===== src/rtl/vga_timing_gen_if.sv =====
// Timing-set reload channel for vga_timing_gen: valid/ready offer of a horizontal and
// vertical timing set, plus a one-cycle reject pulse.
interface vga_timing_gen_if #(
  parameter int unsigned CW = 11
);
  logic            cfg_valid;
  logic            cfg_ready;
  logic [4*CW-1:0] cfg_h;
  logic [4*CW-1:0] cfg_v;
  logic            cfg_err;

  modport master (
    output cfg_valid,
    output cfg_h,
    output cfg_v,
    input  cfg_ready,
    input  cfg_err
  );

  modport slave (
    input  cfg_valid,
    input  cfg_h,
    input  cfg_v,
    output cfg_ready,
    output cfg_err
  );
endinterface


===== src/rtl/vga_timing_gen.sv =====
// Reprogrammable VGA raster timing generator. New timing sets are staged in a pending
// register and go live only on the last pixel of a frame; video strobes are delayed PIPE cycles.
module vga_timing_gen #(
  parameter int unsigned CW        = 11,
  parameter int unsigned H_ACTIVE  = 640,
  parameter int unsigned H_FP      = 16,
  parameter int unsigned H_SYN     = 96,
  parameter int unsigned H_BP      = 48,
  parameter int unsigned V_ACTIVE  = 480,
  parameter int unsigned V_FP      = 10,
  parameter int unsigned V_SYN     = 2,
  parameter int unsigned V_BP      = 33,
  parameter bit          HSYNC_POL = 1'b0,
  parameter bit          VSYNC_POL = 1'b0,
  parameter int unsigned PIPE      = 2
) (
  input  logic              vgaclk,
  input  logic              reset,
  vga_timing_gen_if.slave   cfg,
  output logic [CW-1:0]     hcnt,
  output logic [CW-1:0]     vcnt,
  output logic              hsync,
  output logic              vsync,
  output logic              sync_b,
  output logic              blank_b,
  output logic              line_start,
  output logic              frame_start
);

  localparam logic [CW-1:0] HtRst = CW'(H_ACTIVE + H_FP + H_SYN + H_BP);
  localparam logic [CW-1:0] VtRst = CW'(V_ACTIVE + V_FP + V_SYN + V_BP);
  localparam logic [CW+1:0] TotMax = (CW+2)'((2 ** CW) - 1);
  localparam logic [5:0] IdleVec = {~HSYNC_POL, ~VSYNC_POL, 1'b1, 1'b0, 1'b0, 1'b0};

  typedef enum logic [0:0] {StIdle, StPend} cfg_state_e;

  cfg_state_e state_q;
  logic       ready_q, err_q;

  // Back porch lives only inside the stored totals; it has no other use in the raster.
  logic [CW-1:0] ha_q, hf_q, hs_q, ht_q;
  logic [CW-1:0] va_q, vf_q, vs_q, vt_q;
  logic [3*CW-1:0] pend_h_q, pend_v_q;
  logic [CW-1:0]   pend_ht_q, pend_vt_q;

  logic [CW-1:0] hcnt_q, vcnt_q;
  logic [CW+1:0] h_sum, v_sum;
  logic          set_ok;
  logic          h_last, frame_last;

  always_comb begin
    h_sum  = '0;
    v_sum  = '0;
    set_ok = 1'b1;
    for (int i = 0; i < 4; i++) begin
      h_sum = h_sum + (CW+2)'(cfg.cfg_h[i*CW +: CW]);
      v_sum = v_sum + (CW+2)'(cfg.cfg_v[i*CW +: CW]);
      if (cfg.cfg_h[i*CW +: CW] == '0 || cfg.cfg_v[i*CW +: CW] == '0) set_ok = 1'b0;
    end
    if (h_sum > TotMax || v_sum > TotMax) set_ok = 1'b0;
  end

  assign h_last     = (hcnt_q == ht_q - CW'(1));
  assign frame_last = h_last && (vcnt_q == vt_q - CW'(1));

  always_ff @(posedge vgaclk or posedge reset) begin
    if (reset) begin
      hcnt_q <= '0;
      vcnt_q <= '0;
    end else if (h_last) begin
      hcnt_q <= '0;
      vcnt_q <= frame_last ? '0 : vcnt_q + CW'(1);
    end else begin
      hcnt_q <= hcnt_q + CW'(1);
    end
  end

  always_ff @(posedge vgaclk or posedge reset) begin
    if (reset) begin
      state_q   <= StIdle;
      ready_q   <= 1'b1;
      err_q     <= 1'b0;
      ha_q      <= CW'(H_ACTIVE);
      hf_q      <= CW'(H_FP);
      hs_q      <= CW'(H_SYN);
      ht_q      <= HtRst;
      va_q      <= CW'(V_ACTIVE);
      vf_q      <= CW'(V_FP);
      vs_q      <= CW'(V_SYN);
      vt_q      <= VtRst;
      pend_h_q  <= '0;
      pend_v_q  <= '0;
      pend_ht_q <= '0;
      pend_vt_q <= '0;
    end else begin
      err_q <= 1'b0;
      case (state_q)
        StIdle: begin
          if (cfg.cfg_valid) begin
            if (set_ok) begin
              pend_h_q  <= cfg.cfg_h[4*CW-1:CW];
              pend_v_q  <= cfg.cfg_v[4*CW-1:CW];
              pend_ht_q <= h_sum[CW-1:0];
              pend_vt_q <= v_sum[CW-1:0];
              state_q   <= StPend;
              ready_q   <= 1'b0;
            end else begin
              err_q <= 1'b1;
            end
          end
        end
        StPend: begin
          // Counters wrap to (0,0) on this same edge, so the new frame starts clean.
          if (frame_last) begin
            {ha_q, hf_q, hs_q} <= pend_h_q;
            {va_q, vf_q, vs_q} <= pend_v_q;
            ht_q    <= pend_ht_q;
            vt_q    <= pend_vt_q;
            state_q <= StIdle;
            ready_q <= 1'b1;
          end
        end
        default: state_q <= StIdle;
      endcase
    end
  end

  logic [CW-1:0] hs_start, hs_end, vs_start, vs_end;
  logic          hs_raw, vs_raw, act_raw;
  logic [5:0]    raw_vec, out_vec;

  assign hs_start = ha_q + hf_q;
  assign hs_end   = hs_start + hs_q;
  assign vs_start = va_q + vf_q;
  assign vs_end   = vs_start + vs_q;
  assign hs_raw   = (hcnt_q >= hs_start) && (hcnt_q < hs_end);
  assign vs_raw   = (vcnt_q >= vs_start) && (vcnt_q < vs_end);
  assign act_raw  = (hcnt_q < ha_q) && (vcnt_q < va_q);
  assign raw_vec  = {hs_raw ~^ HSYNC_POL, vs_raw ~^ VSYNC_POL, ~(hs_raw | vs_raw), act_raw,
                     hcnt_q == '0, (hcnt_q == '0) && (vcnt_q == '0)};

  if (PIPE == 0) begin : g_comb
    assign out_vec = raw_vec;
  end else begin : g_pipe
    logic [5:0] pipe_q [PIPE];
    always_ff @(posedge vgaclk or posedge reset) begin
      if (reset) begin
        for (int i = 0; i < PIPE; i++) pipe_q[i] <= IdleVec;
      end else begin
        pipe_q[0] <= raw_vec;
        for (int i = 1; i < PIPE; i++) pipe_q[i] <= pipe_q[i-1];
      end
    end
    assign out_vec = pipe_q[PIPE-1];
  end

  assign {hsync, vsync, sync_b, blank_b, line_start, frame_start} = out_vec;
  assign hcnt          = hcnt_q;
  assign vcnt          = vcnt_q;
  assign cfg.cfg_ready = ready_q;
  assign cfg.cfg_err   = err_q;

endmodule

===== src/flat_wrapper.sv =====
// flat-port wrapper written by rule: the top's interface ports become plain ports
module vga_timing_gen_flat 
#(
  parameter int unsigned CW        = 11,
  parameter int unsigned H_ACTIVE  = 640,
  parameter int unsigned H_FP      = 16,
  parameter int unsigned H_SYN     = 96,
  parameter int unsigned H_BP      = 48,
  parameter int unsigned V_ACTIVE  = 480,
  parameter int unsigned V_FP      = 10,
  parameter int unsigned V_SYN     = 2,
  parameter int unsigned V_BP      = 33,
  parameter bit          HSYNC_POL = 1'b0,
  parameter bit          VSYNC_POL = 1'b0,
  parameter int unsigned PIPE      = 2
)
  (vgaclk, reset, hcnt, vcnt, hsync, vsync, sync_b, blank_b, line_start, frame_start, cfg_cfg_valid, cfg_cfg_h, cfg_cfg_v, cfg_cfg_ready, cfg_cfg_err);
  vga_timing_gen_if #(.CW(CW)) cfg_i ();
  input  logic vgaclk;
  input  logic reset;
  output logic [CW-1:0] hcnt;
  output logic [CW-1:0] vcnt;
  output logic hsync;
  output logic vsync;
  output logic sync_b;
  output logic blank_b;
  output logic line_start;
  output logic frame_start;
  input wire logic [$bits(cfg_i.cfg_valid)-1:0] cfg_cfg_valid;
  input wire logic [$bits(cfg_i.cfg_h)-1:0] cfg_cfg_h;
  input wire logic [$bits(cfg_i.cfg_v)-1:0] cfg_cfg_v;
  output wire logic [$bits(cfg_i.cfg_ready)-1:0] cfg_cfg_ready;
  output wire logic [$bits(cfg_i.cfg_err)-1:0] cfg_cfg_err;
  assign cfg_i.cfg_valid = cfg_cfg_valid;
  assign cfg_i.cfg_h = cfg_cfg_h;
  assign cfg_i.cfg_v = cfg_cfg_v;
  assign cfg_cfg_ready = cfg_i.cfg_ready;
  assign cfg_cfg_err = cfg_i.cfg_err;
  vga_timing_gen #(.CW(CW), .H_ACTIVE(H_ACTIVE), .H_FP(H_FP), .H_SYN(H_SYN), .H_BP(H_BP), .V_ACTIVE(V_ACTIVE), .V_FP(V_FP), .V_SYN(V_SYN), .V_BP(V_BP), .HSYNC_POL(HSYNC_POL), .VSYNC_POL(VSYNC_POL), .PIPE(PIPE)) u_core (.vgaclk(vgaclk), .reset(reset), .cfg(cfg_i), .hcnt(hcnt), .vcnt(vcnt), .hsync(hsync), .vsync(vsync), .sync_b(sync_b), .blank_b(blank_b), .line_start(line_start), .frame_start(frame_start));
endmodule

===== config.mk =====
export PLATFORM = sky130hd
export DESIGN_NAME = vga_timing_gen_flat
export DESIGN_NICKNAME = d
export VERILOG_FILES = /design/src/rtl/vga_timing_gen_if.sv /design/src/rtl/vga_timing_gen.sv /design/src/flat_wrapper.sv
export SDC_FILE = /design/constraint.sdc
export NUM_CORES = 1
export LEC_CHECK = 0
export CAP_MARGIN = 40
export CORE_UTILIZATION = 55
export CTS_CLUSTER_DIAMETER = 150
export CTS_CLUSTER_SIZE = 20
export DETAILED_ROUTE_END_ITERATION = 12
export PLACE_DENSITY = 0.84
export REMOVE_ABC_BUFFERS = 1
export SLEW_MARGIN = 0
export SYNTH_ARGS = -nofsm -noshare
export SYNTH_HDL_FRONTEND = slang
export SYNTH_SLANG_ARGS = --single-unit
export TNS_END_PERCENT = 5

===== constraint.sdc =====
create_clock -name vgaclk -period 15.5 [get_ports vgaclk]
set_clock_uncertainty 0.2 [all_clocks]
set_input_delay 3.1 -clock vgaclk [delete_from_list [all_inputs] [get_ports vgaclk]]
set_output_delay 3.1 -clock vgaclk [all_outputs]
set_load 0.05 [all_outputs]

Yosys cells after proc, flatten, opt, wreduce, memory -nomap -nowiden:

Cells that the tools add are included.

* add/subtract/negate cells: 14
* muxes and demuxes: 18
* reduce and logical (&&, ||, !) cells: 23
* eq/ne operators: 5
* bitwise gates (word level): 5
* order comparisons: 8

Operator list (number)
* $logic_not 11->1: 10
* $add 13x11->13: 4
* $add 11x11->11: 4
* $lt 11x11->1: 4
* $gt 13x11->1 const B: 2
* $add 11x11->12: 2
* $add 11x1->11 const B: 2
* $eq 11x11->1: 2
* $ge 11x11->1: 2
* $mux 11: 2
* $sub 11x1->11 const B: 2
* $mux 1: 14
* $reduce_and 3->1: 2
* $logic_and 1x1->1: 5
* $logic_or 1x1->1: 5
* $ne 2x2->1 const B: 2
* $not 1->1: 4
* $pmux 1 s2: 2
* $ne 2x1->1 const B: 1
* $reduce_and 2->1: 1
* $or 1x1->1: 1

* register bits after elaboration: 213
* word-level logic and storage cells: 92

Logic depth before layout (Yosys ltp):

Gate-level depths: netlist (run 1).

* depth in word-level cells: 10
* gate-level depth with buffers: 22

Least setup slack after synthesis (run 1):

Ideal clock, no wire load.

* path kind: input -> register
* start: input port cfg_cfg_v[1]
* end: register u_core.pend_h_q[0]
* slack: 7.459 ns
* arrival: 7.717 ns
* cell stages on the path: 21
* cells stage by stage: ha_1 -> a21o_1 -> a21oi_1 -> nor2b_1 -> o21a_1 -> nor4_1 -> nor3_1 -> a311oi_1 -> xor2_1 -> fa_1 -> inv_1 -> ha_1 -> a21o_1 -> a21o_1 -> a2111oi_0 -> nor2_1 -> xnor2_1 -> nand4_1 -> nor3_2 -> clkbuf_1 -> mux2_2

* word-level cells in the longest chain between the ends: 8
* elaborated cells on any way between the ends: 13
* those cells by class: add/sub (3); order compare (1); mux (5); reduce/logical (4)

RTL lines
* start, declared: line flat_wrapper.sv:31 `input wire logic [$bits(cfg_i.cfg_v)-1:0] cfg_cfg_v;`
* branches (longest 6 deep; another with $add 13x11->13)
* $mux 1 *: line vga_timing_gen.sv:60 `if (h_sum > TotMax || v_sum > TotMax) set_ok = 1'b0;`
* $reduce_and 3->1 (no source line) *
* end signal, assigned: line vga_timing_gen.sv:101 `pend_h_q <= cfg.cfg_h[4*CW-1:CW];`
* end, declared: line vga_timing_gen.sv:43 `logic [3*CW-1:0] pend_h_q, pend_v_q;`

Every way passes the cells marked *.
A chain may end at the register's enable or synchronous reset.

Final worst setup path (run 1):

* start: input port cfg_cfg_v[12]
* end: register u_core.pend_h_q[23]

* word-level cells in the longest chain between the ends: 7
* elaborated cells on any way between the ends: 12
* those cells by class: add/sub (3); order compare (1); mux (4); reduce/logical (4)

RTL lines (line)
* $add 11x11->12 or $logic_not 11->1 (tied branches): vga_timing_gen.sv:57, vga_timing_gen.sv:58
* $add 13x11->13 or $logic_or 1x1->1 (tied branches): vga_timing_gen.sv:57, vga_timing_gen.sv:58
* $add 13x11->13 or $mux 1 (tied branches): vga_timing_gen.sv:57, vga_timing_gen.sv:58
* $gt 13x11->1 or $mux 1 (tied branches): vga_timing_gen.sv:60, vga_timing_gen.sv:58
* $logic_or 1x1->1 or $mux 1 (tied branches): vga_timing_gen.sv:60, vga_timing_gen.sv:58
* $mux 1 *: vga_timing_gen.sv:60
* $reduce_and 3->1 (no source line) *

Every way passes the cells marked *; elsewhere a longest branch is shown, timed or not.

==> flow_summary.json, run 1 <==
{
  "status": "complete, no violations",
  "cts_buffer_depth": 3,
  "use_met3_pct": 2.895,
  "cp-endpoint": "u_core.pend_h_q[23]",
  "hold_slack_ps": 159.9,
  "start_util_pct": 56.58,
  "p_leak_nw": 7.916,
  "worstPathArrival_ps": 8950,
  "wl_per_cell_um": 18.14,
  "fillers": 1934,
  "reg2reg_depth": 21,
  "htree_levels": 1,
  "r2r_slack_ps": 10080,
  "antenna_found_initial": 0,
  "relSlewSlack_pct": 39.02,
  "portBuffers": 120,
  "crit_path_max_incr_delay_ps": 650,
  "cp_cell_sequence": "clkdlybuf4s50_1 > ha_1 > a21o_1 > a21oi_1 > nor2b_1 > o21a_1 > nor4_1 > nor3_1 > a311oi_1 > xor2_1 > fa_1 > inv_1 > ha_1 > a21o_1 > a21o_1 > a2111oi_0 > nor2_1 > xnor2_1 > nand4_1 > nor3_4 > buf_4 > mux2_2",
  "holdBufCountCts": 0,
  "postRouteAntennaNets": 0,
  "cts_tree": "yes",
  "yosys_warnings": 0,
  "cp-end-kind": "register",
  "cap_violations": 0,
  "ys_ff_latch": 213,
  "ir_worst_vdd_mv": 0.08050,
  "die_h_um": 163.6,
  "top_usage_layer": "met2",
  "area_delta_synth_final_pct": 13.97,
  "cts_root_buffer": "clkbuf_16",
  "p_total_mw": 1.539,
  "synth_flop_cell": "dfrtp_1",
  "post-route-period-util_pct": 56.66,
  "dp_hpwl_um": 25200,
  "grt.met1_usage_pct": 35.62,
  "pwr_density_cell_mw_per_mm2": 94.00,
  "worst_pin_slew_ps": 914.7,
  "path_max_fanout": 53,
  "worst_setup_path_start_kind": "primary input",
  "cts_made_buffers": 14,
  "grt_pass1_vias": 10610,
  "cpMaxStageDelayCell": "buf_4",
  "dieArea_mm2": 0.02678,
  "gp_congestion": 0.8952,
  "io_pins": 121,
  "synthesis.area_mm2": 0.01437,
  "fin_crit_ps": 8782,
  "reg2reg_to": "u_core.g_pipe.pipe_q[9]",
  "grt_usage_pct": 25.34,
  "critical_path_class": "in2reg",
  "r2r_start": "u_core.va_q[0]",
  "rsz0062_at_grt": "no",
  "max_freq_ghz": 0.1139,
  "finalHoldViolCount": 0,
  "rows": 58,
  "num_vias": 10410,
  "vias_per_cell": 5.790,
  "postLayoutCoreUtil_pct": 64.48,
  "core_area_mm2": 0.02540,
  "final_common_cell": "dfrtp_1",
  "final_cell_mix": "dfrtp_1 (187), inv_1 (167), mux2_2 (164), ha_1 (152), clkdlybuf4s50_1 (120)",
  "async_flop_share_pct": 100.0,
  "use_met2_pct": 41.80,
  "cts_setup_buffers": 0,
  "setup-tns-final_ps": 0,
  "yosysUniqueCellTypes": 63,
  "hp-class": "reg2reg",
  "critPathLaunch": "cfg_cfg_v[12]",
  "required_ps": 15670,
  "synth_edf_count": 0,
  "grt_first_pass_wirelength_um": 53990,
  "n_antenna_cell": 0,
  "clock_latency_ps": 490,
  "cts_sinks": 213,
  "setup_violations": 0,
  "drtPass1Iterations": 5,
  "syn_inst": 1345,
  "grt_overflow": 0,
  "fp.dieW_um": 163.6,
  "synth-seq-area-share_pct": 37.32,
  "wl_um": 32610,
  "path_common_cell": "a21o_1",
  "post_cts_resized": 0,
  "clk_pin_slew_ps": 80,
  "drt_iter0_drc": 706,
  "drv_slew": 0,
  "drive_gt1_share_pct": 15.80,
  "grt_max_degree": 127,
  "drc": 0,
  "final_nets": 1733,
  "synth_area_per_cell_um2": 10.68
}
==> through the flow <==
stage | instances | area, µm² | setup slack [ps]
2_1_floorplan | 1318 | 14240 | 4516
3_3_place_gp | 1772 | 15910 | 6468
3_5_place_dp | 1774 | 15960 | 6276
4_1_cts | 1798 | 16380 | 6781
5_1_grt | 1798 | 16380 | 6352
6_report | 1798 | 16380 | 6718
==> report_power, final <==
group	internal, mW	switching [mW]	total (mW)	leakage (nW)
registers	0.670	0.0668	0.737	2.73
logic	0.217	0.211	0.428	4.99
clock network	0.182	0.193	0.374	0.199
total	1.07	0.470	1.54	7.92
==> worst min-delay path by stage <==
stage	to	from	slack, ps	depth (start not counted)
after detailed placement	u_core.out_vec[3]	u_core.g_pipe.pipe_q[9]	150	0
after floorplan	u_core.out_vec[0]	u_core.g_pipe.pipe_q[6]	130	0
after global placement	u_core.out_vec[0]	u_core.g_pipe.pipe_q[6]	140	0
after CTS	u_core.out_vec[3]	u_core.g_pipe.pipe_q[9]	160	0
final	u_core.out_vec[3]	u_core.g_pipe.pipe_q[9]	160	0
after global routing	u_core.out_vec[3]	u_core.g_pipe.pipe_q[9]	160	0
==> cells in the mapped netlist (all sizes together) (15+ instances only) <==
library cell / count / area [µm²]
fa: 30 / 600.6
nor2b: 15 / 93.84
a21o: 33 / 247.7
inv: 168 / 630.6
nor4: 30 / 187.7
ha: 152 / 1902
dfrtp: 187 / 4679
mux2: 171 / 1952
xnor2: 60 / 525.5
nand3: 18 / 90.09
clkbuf: 18 / 67.56
o21ai: 36 / 180.2
nand2: 40 / 152.6
dfstp: 26 / 683.2
xor2: 56 / 490.5
a21oi: 58 / 290.3
nor2: 56 / 210.2
nor3: 26 / 140.1
==> per-layer routing <==
metal / part of all wire (%) / wire length [µm] / vias up
li1: - / - / 4946
met1: 46 / 15120 / 5209
met2: 47 / 15470 / 213
met3: 4.1 / 1342 / 43
met4: 2.1 / 683 / 0
met5: 0 / 0 / -
==> worst max-delay path, delay by kind of cell <==
family | cells | cell delay, ps
adder cells (fa/ha/maj) | 3 | 1130
buffers and inverters | 3 | 1260
AND/OR/NAND/NOR | 6 | 880
AO/OA/AOI/OAI | 7 | 1780
XOR/XNOR | 2 | 330
multiplexers | 1 | 420
==> cell type report <==
class                      instances  area [µm²]  area share (%)
clock buffer                      23       405.4           2.475
clock inverter                     1       8.758         0.05348
inverter                         168       638.1           3.896
multi-input combinational        937        8263           50.45
sequential                       213        5363           32.74
tap                              330       412.9           2.521
timing repair buffer             126        1286           7.854
==> sequential cells by signal, summed over array words and instances, names as in the netlist, 6 cells and up <==
register	flops
u_core.vf_q	11
u_core.hs_q	11
u_core.ht_q	11
u_core.va_q	11
u_core.ha_q	11
u_core.vcnt	11
u_core.hf_q	11
u_core.pend_v_q	33
u_core.pend_h_q	33
u_core.vs_q	11
u_core.g_pipe.pipe_q	6
u_core.out_vec	6
u_core.hcnt	11
u_core.pend_vt_q	11
u_core.pend_ht_q	11
u_core.vt_q	11
==> logic make-up after synthesis <==
family / count (synthesis) / synth area share (%)
adder cells (fa/ha/maj): 182 / 17.41
flip-flops: 213 / 37.32
multiplexers: 178 / 14.07
AO/OA/AOI/OAI: 203 / 9.273
XOR/XNOR: 116 / 7.070
buffers and inverters: 195 / 5.259
AND/OR/NAND/NOR: 258 / 9.595
Power figures use the tool's default switching activity.
==> run 2, diff against run 1 <==
==> constraint.sdc (replaced) <==
create_clock -name vgaclk -period 9 [get_ports vgaclk]
set_clock_uncertainty 0.2 [all_clocks]
set_input_delay 1.8 -clock vgaclk [delete_from_list [all_inputs] [get_ports vgaclk]]
set_output_delay 1.8 -clock vgaclk [all_outputs]
set_load 0.05 [all_outputs]
==> run 2 against run 1 <==
Effect of this change: worst hold slack lost 5.8 ps; count of clock-buffer cells in the layout shrank 1; final cell count is essentially flat; non-clock buffer count is the same; via count grew 0.51%; global-route usage grew 0.070 points; design area is essentially flat.
==> flow_summary.json, run 2 (synthesis results as in run 1) <==
{
  "start_util_pct": 56.58,
  "htree_levels": 1,
  "postRouteAntennaNets": 0,
  "worst-path-buf-inv": 3,
  "grt_max_degree": 127,
  "wl_per_cell_um": 18.13,
  "grt_overflow": 0,
  "pwr-share-clk_pct": 24.2,
  "p_int_mw": 1.840,
  "vias_per_cell": 5.823,
  "crit_family": "compound AO/OA/AOI/OAI gates",
  "cts_sinks": 213,
  "final_common_cell": "dfrtp_1",
  "swShare_pct": 30.26,
  "critical_path_class": "in2reg",
  "r2r_start": "u_core.va_q[0]",
  "clk_pin_slew_ps": 80,
  "top_regs": "u_core.pend_h_q x33, u_core.pend_v_q x33",
  "cts_made_buffers": 14,
  "max_freq_ghz": 0.1332,
  "cpMaxStageDelayCell": "buf_4",
  "final_nets": 1733,
  "min_path_cells": 0,
  "post-route-period-util_pct": 83.39,
  "grt_pass1_vias": 10710,
  "dp_hpwl_um": 25220,
  "drive_gt1_share_pct": 15.81,
  "path_max_fanout": 53,
  "drtPass1Iterations": 5,
  "p_leak_nw": 7.915,
  "portBuffers": 120,
  "pwr_density_cell_mw_per_mm2": 161.1,
  "core_area_mm2": 0.02540,
  "antenna_found_initial": 0,
  "rsz0062_at_grt": "no",
  "setup-tns-final_ps": 0,
  "rows": 58,
  "drv_slew": 0,
  "worst_pin_slew_ps": 918.8,
  "cp-end-kind": "register",
  "setup_violations": 0,
  "crit_path_max_incr_delay_ps": 640,
  "worst_setup_path_start_kind": "primary input",
  "hp-class": "reg2reg",
  "relSlewSlack_pct": 38.75,
  "io_pins": 121,
  "cts_buffer_depth": 3,
  "post_cts_resized": 0,
  "final_cell_mix": "dfrtp_1 (187), inv_1 (167), mux2_2 (164), ha_1 (152), clkdlybuf4s50_1 (120)",
  "required_ps": 9160,
  "status": "complete, no violations",
  "clock_latency_ps": 480,
  "finalHoldViolCount": 0,
  "worstPathArrival_ps": 7660,
  "cts_tree": "yes",
  "drt_iter0_drc": 609,
  "cap_violations": 0,
  "holdBufCountCts": 0,
  "fillers": 1923,
  "ir_worst_vdd_mv": 0.1319,
  "drc": 0,
  "min_from": "u_core.g_pipe.pipe_q[7]",
  "area_delta_synth_final_pct": 13.94,
  "cts_setup_buffers": 0,
  "dieArea_mm2": 0.02678,
  "wl_um": 32590,
  "grt_usage_pct": 25.41,
  "p_total_mw": 2.638,
  "reg2reg_depth": 21,
  "pwr-share-comb_pct": 27.8,
  "final_cell_count_no_fill": 1797,
  "n_antenna_cell": 0,
  "place_inst": 1774,
  "gp_congestion": 0.8950,
  "cts_root_buffer": "clkbuf_16",
  "die_h_um": 163.6,
  "r2r_slack_ps": 3570,
  "reg2reg_to": "u_core.g_pipe.pipe_q[9]",
  "crit_cells": 22,
  "postLayoutCoreUtil_pct": 64.46,
  "min_to": "u_core.out_vec[1]",
  "seqPwrFrac_pct": 48.0,
  "grt_first_pass_wirelength_um": 53930,
  "fp.dieW_um": 163.6,
  "cp_cell_sequence": "clkdlybuf4s50_1 > ha_1 > a21o_1 > a21oi_1 > nor2b_1 > o21a_1 > nor4_1 > nor3_1 > a311oi_1 > xor2_1 > fa_1 > inv_1 > ha_1 > a21o_1 > a21o_1 > a2111oi_0 > nor2_1 > xnor2_1 > nand4_1 > nor3_4 > buf_4 > mux2_2",
  "fin_crit_ps": 7505,
  "num_vias": 10460,
  "p_sw_uw": 798.1,
  "path_common_cell": "a21o_1"
}
==> run 2: changes by cell type in the layout (fill, tap and decap cells not counted) <==
cell	change
clkbuf_1	-1
==> run 2: worst max-delay path by stage <==
stage / startpoint / endpoint / slack, ps
2_1_floorplan: cfg_cfg_v[1] / u_core.pend_h_q[0] / -680
3_3_place_gp: cfg_cfg_v[12] / u_core.pend_h_q[22] / 1270
3_5_place_dp: cfg_cfg_v[12] / u_core.pend_h_q[28] / 1120
4_1_cts: cfg_cfg_v[12] / u_core.pend_h_q[25] / 1590
5_1_grt: cfg_cfg_h[12] / u_core.pend_h_q[25] / 1170
6_report: cfg_cfg_v[12] / u_core.pend_h_q[25] / 1500
==> run 2: final cells by class <==
type / count / area [µm²] / area share (%)
Multi-Input combinational cell: 937 / 8263 / 50.47
Sequential cell: 213 / 5363 / 32.75
Timing Repair Buffer: 126 / 1286 / 7.856
Inverter: 168 / 638.1 / 3.897
Tap cell: 330 / 412.9 / 2.522
Clock buffer: 22 / 401.6 / 2.453
Clock inverter: 1 / 8.758 / 0.05349
==> run 2: power by group through the flow <==
stage	registers, mW	clock network [mW]	logic (mW)
after global placement	1.27	0	0.698
after floorplan	1.25	0	0.522
after CTS	1.27	0.651	0.735
after detailed placement	1.28	0	0.731
final	1.27	0.638	0.733
after global routing	1.29	0.688	0.810
==> run 2: through the flow <==
step	instance area (µm²)	hold WS [ps]	setup WS, ps
detailed placement	15960	136.5	1116
finish	16370	154.0	1495
global placement	15910	134.9	1268
floorplan	14240	131.2	-683.6
CTS	16370	154.7	1589
global route	16370	159.2	1172
==> run 2: per-layer routing <==
| metal | track usage, % | wire length, µm | part of all wire [%] |
|---|---|---|---|
| met1 | 35.30 | 14840 | 46 |
| met5 | 0 | 0 | 0 |
| met3 | 3.149 | 1369 | 4.2 |
| met2 | 41.70 | 15540 | 48 |
| met4 | 7.239 | 836 | 2.6 |
==> run 3, diff against run 2 <==
--- a/config.mk
+++ b/config.mk
@@ -6,11 +6,11 @@
 export NUM_CORES = 1
 export LEC_CHECK = 0
 export CAP_MARGIN = 40
-export CORE_UTILIZATION = 55
+export CORE_UTILIZATION = 54
 export CTS_CLUSTER_DIAMETER = 150
 export CTS_CLUSTER_SIZE = 20
 export DETAILED_ROUTE_END_ITERATION = 12
-export PLACE_DENSITY = 0.84
+export PLACE_DENSITY = 0.86
 export REMOVE_ABC_BUFFERS = 1
 export SLEW_MARGIN = 0
 export SYNTH_ARGS = -nofsm -noshare
==> constraint.sdc (replaced) <==
create_clock -name vgaclk -period 6.25 [get_ports vgaclk]
set_clock_uncertainty 0.2 [all_clocks]
set_input_delay 1.25 -clock vgaclk [delete_from_list [all_inputs] [get_ports vgaclk]]
set_output_delay 1.25 -clock vgaclk [all_outputs]
set_load 0.05 [all_outputs]
==> run 3 against run 2 <==
Effect of this change: combinational power up 81%; design area up 6.4%; global-route usage up 2.0 points; worst hold slack better by 3.5 ps; sequential share of layout area down 2.0 points; via count up 8.7%; critical path type unchanged.
==> flow_summary.json, run 3 (synthesis results as in run 1) <==
{
  "cts_root_buffer": "clkbuf_16",
  "grt_first_pass_wirelength_um": 58520,
  "postRouteAntennaNets": 0,
  "status": "complete, no violations",
  "num_vias": 11380,
  "drive_gt1_share_pct": 22.32,
  "min_path_cells": 0,
  "rows": 59,
  "grt_overflow": 0,
  "io_pins": 121,
  "gp_congestion": 0.8766,
  "dieArea_mm2": 0.02727,
  "required_ps": 6420,
  "portBuffers": 120,
  "grt_pass1_vias": 11420,
  "worst_setup_path_start_kind": "primary input",
  "cts_buffer_depth": 3,
  "vias_per_cell": 6.021,
  "max_freq_ghz": 0.1662,
  "ir_worst_vdd_mv": 0.1905,
  "clock_latency_ps": 500,
  "cts_made_buffers": 14,
  "grt_usage_pct": 27.39,
  "min_to": "u_core.out_vec[1]",
  "postLayoutCoreUtil_pct": 66.85,
  "final_cell_mix": "dfrtp_1 (187), inv_1 (165), mux2_2 (164), ha_1 (145), clkdlybuf4s50_1 (108)",
  "cts_tree": "yes",
  "top_regs": "u_core.pend_h_q x33, u_core.pend_v_q x33",
  "fin_area_mm2": 0.01742,
  "htree_levels": 1,
  "cap_violations": 0,
  "reg2reg_depth": 21,
  "min_from": "u_core.g_pipe.pipe_q[7]",
  "setup-tns-final_ps": 0,
  "final_common_cell": "dfrtp_1",
  "drv_slew": 0,
  "drc": 0,
  "drtPass1Iterations": 5,
  "relSlewSlack_pct": 45.55,
  "place_area_mm2": 0.01641,
  "start_util_pct": 55.14,
  "clk_pin_slew_ps": 80,
  "cts_sinks": 213,
  "fin_crit_ps": 6018,
  "final_nets": 1820,
  "drt_iter0_drc": 941,
  "setup_violations": 0,
  "p_leak_nw": 8.506,
  "die_h_um": 165.1,
  "cp-end-kind": "register",
  "wl_per_cell_um": 20.76,
  "pwr_density_cell_mw_per_mm2": 238.2,
  "r2r_start": "u_core.va_q[0]",
  "antenna_found_initial": 0,
  "area_delta_synth_final_pct": 21.22,
  "critical_path_class": "in2reg",
  "dp_hpwl_um": 26930,
  "hp-class": "reg2reg",
  "fp.dieW_um": 165.1,
  "worst_pin_slew_ps": 808.3,
  "worstPathArrival_ps": 6190,
  "path_max_fanout": 6,
  "wl_um": 39240,
  "reg2reg_to": "u_core.g_pipe.pipe_q[9]",
  "post-route-period-util_pct": 96.28,
  "holdBufCountCts": 0,
  "core_area_mm2": 0.02606,
  "r2r_slack_ps": 680,
  "grt_max_degree": 120,
  "finalHoldViolCount": 0,
  "n_antenna_cell": 0
}
[run 3: cell types whose count changed in the layout (fill, tap and decap cells not counted), moves of 5 or more]
cell / delta
ha_1: -7
buf_4: +73
ha_4: +5
buf_6: +5
clkdlybuf4s50_1: -12
dlymetal6s2s_1: +10
[run 3: stage by stage]
stage	cells	power [mW]	setup slack (ps)	hold WS, ps
after CTS	1874	4.020	-1.392	158.6
after global placement	1840	2.965	-509.7	135.4
after detailed placement	1840	3.053	-662.1	143.5
after floorplan	1318	2.549	-2884	131.2
final	1890	4.149	232.2	157.5
after global routing	1890	4.317	-4.560	166.4
[run 3: where the power goes]
group          leakage, nW  switching (mW)  internal [mW]  total, mW
registers             2.73           0.219           1.66       1.88
logic                 5.58           0.633          0.694       1.33
clock network        0.199           0.488          0.451      0.940
total                 8.51            1.34           2.81       4.15
[run 3: cell type report]
| class | instances | area [µm²] |
|---|---|---|
| Tap cell | 335 | 419.2 |
| Clock inverter | 1 | 8.758 |
| Multi-Input combinational cell | 937 | 8462 |
| Fill cell | 1759 | 8640 |
| Inverter | 168 | 638.1 |
| Clock buffer | 23 | 405.4 |
| Timing Repair Buffer | 213 | 2123 |
| Sequential cell | 213 | 5363 |
[run 3: timing repair]
action | 4_1_cts | 5_1_grt
setup buffers | 6 | 14
pin swaps | 13 | 31
setup endpoints to repair | 86 | 90
gates resized for setup | 23 | 38
cloned | 4 | 5
[run 3: per-layer routing]
layer	share of wire, %	track usage (%)	vias to the layer above
li1	-	-	5118
met1	42	36.73	5675
met2	48	46.06	467
met3	6.6	3.497	119
met4	3.6	8.590	0
met5	0	0	-
[run 3: worst max-delay path, stage by stage]
cell           delay [ps]
dlygate4sd2_1         250
ha_2                  210
inv_1                  50
fa_2                  370
nor2b_2               150
o21ai_1                80
nand2b_1              100
a21o_1                140
a21o_1                180
a31oi_4               110
buf_4                 160
nor4bb_4              270
a211oi_2               70
fa_1                  510
inv_1                  40
ha_1                  300
a21o_1                210
buf_4                 140
a41oi_2               130
nor2_1                 70
xnor2_1               200
nand4_1               190
nor3_4                190
buf_6                 170
buf_6                 140
clkbuf_16             160
mux2_2                340
[run 3: worst max path at each step]
| stage | from | to | slack, ps |
|---|---|---|---|
| 2_1_floorplan | cfg_cfg_v[1] | u_core.pend_h_q[0] | -2880 |
| 3_3_place_gp | cfg_cfg_h[1] | u_core.pend_v_q[11] | -510 |
| 3_5_place_dp | cfg_cfg_h[1] | u_core.pend_v_q[0] | -660 |
| 4_1_cts | cfg_cfg_v[1] | u_core.pend_h_q[28] | -1 |
| 5_1_grt | cfg_cfg_v[11] | u_core.pend_h_q[22] | -5 |
| 6_report | cfg_cfg_v[0] | u_core.pend_h_q[3] | 230 |
